==> src/rtl/bullet_scheduler.sv <==
// Per-tank bullet-slot scheduler: turns fire requests into one-hot create pulses with
// per-slot lifetimes and a shot cooldown. Define BULLET_AUTOFIRE_EN for held-key autofire.

module bullet_slot #(
  parameter int LIFE_FRAMES = 240
) (
  input  logic frame_clk,
  input  logic Reset_n,
  input  logic clear,
  input  logic load,
  input  logic hit,
  output logic active
);
  localparam int LW = $clog2(LIFE_FRAMES + 1);

  logic [LW-1:0] life_q, life_d;
  logic          active_q, active_d;

  // Load only happens on an inactive slot; hit and expiry collapse into one free.
  always_comb begin
    active_d = active_q;
    life_d   = life_q;
    if (clear) begin
      active_d = 1'b0;
      life_d   = '0;
    end else if (load) begin
      active_d = 1'b1;
      life_d   = LW'(LIFE_FRAMES - 1);
    end else if (active_q) begin
      if (hit || life_q == '0) begin
        active_d = 1'b0;
        life_d   = '0;
      end else begin
        life_d = life_q - 1'b1;
      end
    end
  end

  always_ff @(posedge frame_clk or negedge Reset_n) begin
    if (!Reset_n) begin
      active_q <= 1'b0;
      life_q   <= '0;
    end else begin
      active_q <= active_d;
      life_q   <= life_d;
    end
  end

  assign active = active_q;
endmodule

module bullet_scheduler #(
  parameter int NUM_SLOTS       = 3,
  parameter int LIFE_FRAMES     = 240,
  parameter int COOLDOWN_FRAMES = 15
) (
  input  logic                               frame_clk,
  input  logic                               Reset_n,
  input  logic                               fire,
  input  logic                               tank_alive,
  input  logic                               round_clear,
  input  logic [NUM_SLOTS-1:0]               hit,
  output logic [NUM_SLOTS-1:0]               create,
  output logic [NUM_SLOTS-1:0]               slot_active,
  output logic [$clog2(NUM_SLOTS+1)-1:0]     free_count,
  output logic                               ready,
  output logic                               shot_denied
);
  localparam int FW = $clog2(NUM_SLOTS + 1);
  localparam int CW = $clog2(COOLDOWN_FRAMES + 1);

  typedef enum logic {READY = 1'b0, COOLDOWN = 1'b1} state_t;

  state_t                state_q, state_d;
  logic [CW-1:0]         cd_q, cd_d;
  logic                  fire_q, fire_d;
  logic [NUM_SLOTS-1:0]  create_q, create_d;
  logic                  denied_q, denied_d;
  logic [NUM_SLOTS-1:0]  alloc;
  logic [FW-1:0]         n_active;
  logic                  found, req, accept, deny;

`ifdef BULLET_AUTOFIRE_EN
  assign req = fire;
`else
  assign req = fire & ~fire_q;
`endif

  always_comb begin
    n_active = '0;
    for (int i = 0; i < NUM_SLOTS; i++) n_active = n_active + FW'(slot_active[i]);
  end
  assign free_count = FW'(NUM_SLOTS) - n_active;

  // Lowest-index free slot, taken from registered occupancy so a slot
  // freeing this cycle is not handed out until the next one.
  always_comb begin
    alloc = '0;
    found = 1'b0;
    for (int i = 0; i < NUM_SLOTS; i++) begin
      if (!slot_active[i] && !found) begin
        alloc[i] = 1'b1;
        found    = 1'b1;
      end
    end
  end

  assign accept = req & (state_q == READY) & tank_alive & (free_count != '0) & ~round_clear;
  assign deny   = req & (state_q == READY) & tank_alive & (free_count == '0) & ~round_clear;

  always_comb begin
    state_d  = state_q;
    cd_d     = cd_q;
    create_d = accept ? alloc : '0;
    denied_d = deny;
    fire_d   = fire & ~round_clear;
    if (round_clear) begin
      state_d = READY;
      cd_d    = '0;
    end else if (state_q == READY) begin
      if (accept) begin
        state_d = COOLDOWN;
        cd_d    = CW'(COOLDOWN_FRAMES - 1);
      end
    end else if (cd_q == '0) begin
      state_d = READY;
    end else begin
      cd_d = cd_q - 1'b1;
    end
  end

  always_ff @(posedge frame_clk or negedge Reset_n) begin
    if (!Reset_n) begin
      state_q  <= READY;
      cd_q     <= '0;
      fire_q   <= 1'b0;
      create_q <= '0;
      denied_q <= 1'b0;
    end else begin
      state_q  <= state_d;
      cd_q     <= cd_d;
      fire_q   <= fire_d;
      create_q <= create_d;
      denied_q <= denied_d;
    end
  end

  bullet_slot #(.LIFE_FRAMES(LIFE_FRAMES)) u_slot [NUM_SLOTS-1:0] (
    .frame_clk (frame_clk),
    .Reset_n   (Reset_n),
    .clear     (round_clear),
    .load      (create_d),
    .hit       (hit),
    .active    (slot_active)
  );

  assign create      = create_q;
  assign shot_denied = denied_q;
  assign ready       = (state_q == READY);
endmodule

==> config.mk <==
export PLATFORM = sky130hd
export DESIGN_NAME = bullet_scheduler
export DESIGN_NICKNAME = d
export VERILOG_FILES = /design/src/rtl/bullet_scheduler.sv
export SDC_FILE = /design/constraint.sdc
export NUM_CORES = 1
export LEC_CHECK = 0
export BUFFER_PORTS_ARGS = -buffer_cell sky130_fd_sc_hd__buf_2
export CAP_MARGIN = 20
export CORE_MARGIN = 4
export CORE_UTILIZATION = 52
export CTS_BUF_LIST = sky130_fd_sc_hd__clkbuf_4 sky130_fd_sc_hd__clkbuf_8 sky130_fd_sc_hd__clkbuf_16
export CTS_CLUSTER_SIZE = 12
export DETAILED_ROUTE_END_ITERATION = 7
export GPL_TIMING_DRIVEN = 0
export PLACE_DENSITY = 0.7
export SETUP_SLACK_MARGIN = 0.15
export SLEW_MARGIN = 20
export SYNTH_ARGS = -nofsm -noshare
export SYNTH_HDL_FRONTEND = slang
export SYNTH_HIERARCHICAL = 1
export SYNTH_SLANG_ARGS = --single-unit
==> constraint.sdc <==
create_clock -name frame_clk -period 2.9 [get_ports frame_clk]
set_input_delay 0.29 -clock frame_clk [delete_from_list [all_inputs] [get_ports frame_clk]]
set_output_delay 0.29 -clock frame_clk [all_outputs]
set_load 0.005 [all_outputs]
==> run metrics <==
Clock power frac 44.3%; Period minus WS final 2.35 ns; Overall Global Routing Usage 18.4%; Finished Layout Cells 298; sw power 273 uW; Rel. slew slack 46.8%; Placer Congestion 0.825; first-pass GRT wire length 7.70 mm; Maximum Capacitance Violations 0; Finished Cell Area 0.00250 mm^2; Synth Net Count 240; internal power 923 uW; sequential share of power 45.6%; wire length on met1 2.17 mm; crit share post-route 80.9%; most used standard cell by instance count after synthesis dfrtp_1; post-layout net count 263; Placed Cells 290; mapped cell area 0.00222 mm^2; highest routed layer met4; largest area contributor in the netlist dfrtp_1; CTS tree built; # diodes 0; Multi-input gate area 0.00118 mm^2; Skew-Pair Late Insertion Delay 0.28 ns; part of the power in combinational logic 10.1%; Critical Path AT 2.55 ns; Post-synth EDFFs 0; Post-Synthesis Cells 224; Core Region 0.00406 mm^2; via count 1,735; Area Overhead vs Synth 12.5%; Mean Syn Cell Area 9.91 um^2; DR iter-0 viols 156; hold-fix buffers at CTS 0; HPWL after DPL 3.11 mm; Sw Ratio 22.8%; Max Slew Vio Count 0; Fin Hold WS 0.0833 ns; Num CTS Buffers 5; Least-Margin Pin Slew 0.798 ns; WL met2 1.97 mm; chip height 73.3 um; CTS H-tree lvls 2; Final TNS setup 0 ns; synthesized flop and latch total 37; sequential area share after synthesis 41.7%; outcome finished, final reports clean; # setup viols final 0; Via-to-Cell Ratio 5.82; number of distinct library cells after synthesis 40; Avg WL per Cell 14.7 um; die area 0.00538 mm^2; PostCTS Resize Cnt 0; Clock Skew 0.00449 ns; layout cell share with drive strength beyond 1 22.6%; CTS Sinks 37; Synth warnings 6; critical path type reg2reg; vias in the first global route 1,661; PortBufs 16; post-synth top area share 41.7%; die width 73.3 um; clock root cell clkbuf_8; placed cell area 0.00236 mm^2; top post-synthesis cells by count dfrtp_1 (37), inv_1 (24), a21oi_1 (20); met3 routed WL 218 um; required time of the worst setup path 3.10 ns; Fin. Hold Viols 0; Startpoint Class register; Initial Utilization 54.7%; Hold WC Path Type in2async; maximum root-to-sink buffer count 2; power per standard cell area 479 mW/mm^2; Core Rows 23; Top FF cell, synth dfrtp_1; Post-CTS Setup Repair Bufs 0; initial antenna violation count 0; Post-synth ARST share 100%; CTS clk-pin slew, worst paths 0.08 ns; largest net degree at the start of global routing 38; Post-Route WL 4.39 mm; drt pass-1 iters 4; upper clock frequency limit 0.426 GHz; filler instances 338; I/O pin total 18; RSZ-0062 raised after global routing false; Max VDD drop 0.000248 V; Critical Path Fanout Max 12; post-route antenna net violation count 0; Area contributors post-synth dfrtp_1 (42%), a21oi_1 (4.5%), inv_1 (4.1%); nature of the critical path endpoint register; FF/Latch Area 926 um^2; total grt overflow 0; residual DRC count 0; Lkg Pwr 1.02 nW
final timing paths:
check | start | to | slack, ns | cells past startpoint
worst max-delay path | u_slot[0]/active | u_slot[2]/life_q[3] | 0.55 | 7
worst min-delay path | Reset_n | cd_q[2] | 0.08 | 1
worst max register to register | u_slot[0]/active | u_slot[2]/life_q[3] | 0.55 | 7
worst min register to register | u_slot[0]/life_q[1] | u_slot[0]/life_q[1] | 0.59 | 2
max in group asynchronous | Reset_n | u_slot[0]/life_q[6] | 2.31 | 1
min in group frame_clk | fire | fire_q | 0.25 | 2
stage by stage:
stage / setup WS (ns) / power [mW] / utilization [%]
floorplan: 0.855 / 0.640 / -
global placement: 0.535 / 0.675 / 58.2
detailed placement: 0.539 / 0.678 / 58.2
CTS: 0.514 / 1.21 / 61.5
global route: 0.230 / 1.25 / 61.5
finish: 0.555 / 1.20 / 61.5
power groups by stage:
stage / combinational (mW) / sequential, mW / clock [mW]
floorplan: 0.0868 / 0.553 / 0
global placement: 0.119 / 0.556 / 0
detailed placement: 0.122 / 0.556 / 0
CTS: 0.122 / 0.546 / 0.538
global route: 0.134 / 0.549 / 0.566
finish: 0.121 / 0.546 / 0.529
final cells by class:
type                    instances  share of cell area, %
plain buffers                   7                   1.05
clock buffers                   5                   2.76
clock inverters                 3                   2.61
inverters                      24                   3.61
multi-input cells             156                   47.2
flip-flops and latches         37                   37.1
well taps                      50                   2.51
repair buffers                 16                   3.21
layer usage:
| metal | vias to the layer above | GRT usage, % |
|---|---|---|
| met4 | 0 | 6.84 |
| met2 | 43 | 27.3 |
| met3 | 2 | 3.83 |
| met5 | - | 0 |
| met1 | 829 | 26.4 |
| li1 | 861 | - |
sequential cells by signal, indices dropped and copies added, names as in the netlist:
name / count
cd_q: 4
create: 3
u_slot/life_q: 24
fire_q: 1
u_slot/active: 3
state_q: 1
shot_denied: 1
worst max-delay path, stage by stage, from the launching register on:
cell and delay (ns):
dfrtp_1 0.54, fa_1 0.55, nand2_1 0.21, nand4_2 0.15
nor3b_2 0.23, clkbuf_1 0.34, inv_1 0.11, a31oi_1 0.14
cell usage in the layout, fill, tap and decap left out, types with 4 or more instances in the layout:
cell type | netlist | final
nor2_1 | 18 | 18
o21ai_0 | 15 | 15
a31oi_1 | 6 | 6
buf_2 | 0 | 16
inv_1 | 24 | 24
ha_1 | 7 | 7
nor3_1 | 8 | 8
clkbuf_1 | 4 | 4
clkbuf_8 | 0 | 5
nand2_1 | 11 | 11
a221oi_2 | 4 | 4
nor3b_2 | 4 | 4
and2b_2 | 6 | 6
dfrtp_1 | 37 | 37
nor3b_1 | 4 | 4
a21oi_1 | 20 | 20
nor2b_1 | 4 | 4
logic make-up (layout without fill, tap and decap cells):
family                   after synthesis  after routing  share of synthesized area (%)
AND/OR/NAND/NOR                       75             75                           24.7
multiplexers                           1              1                          0.451
AO/OA/AOI/OAI                         70             70                           22.2
buffers and inverters                 31             55                           5.24
adder cells (fa/ha/maj)                8              8                           4.85
flip-flops                            37             37                           41.7
XOR/XNOR                               2              2                          0.789
Power figures use the tool's default switching activity.
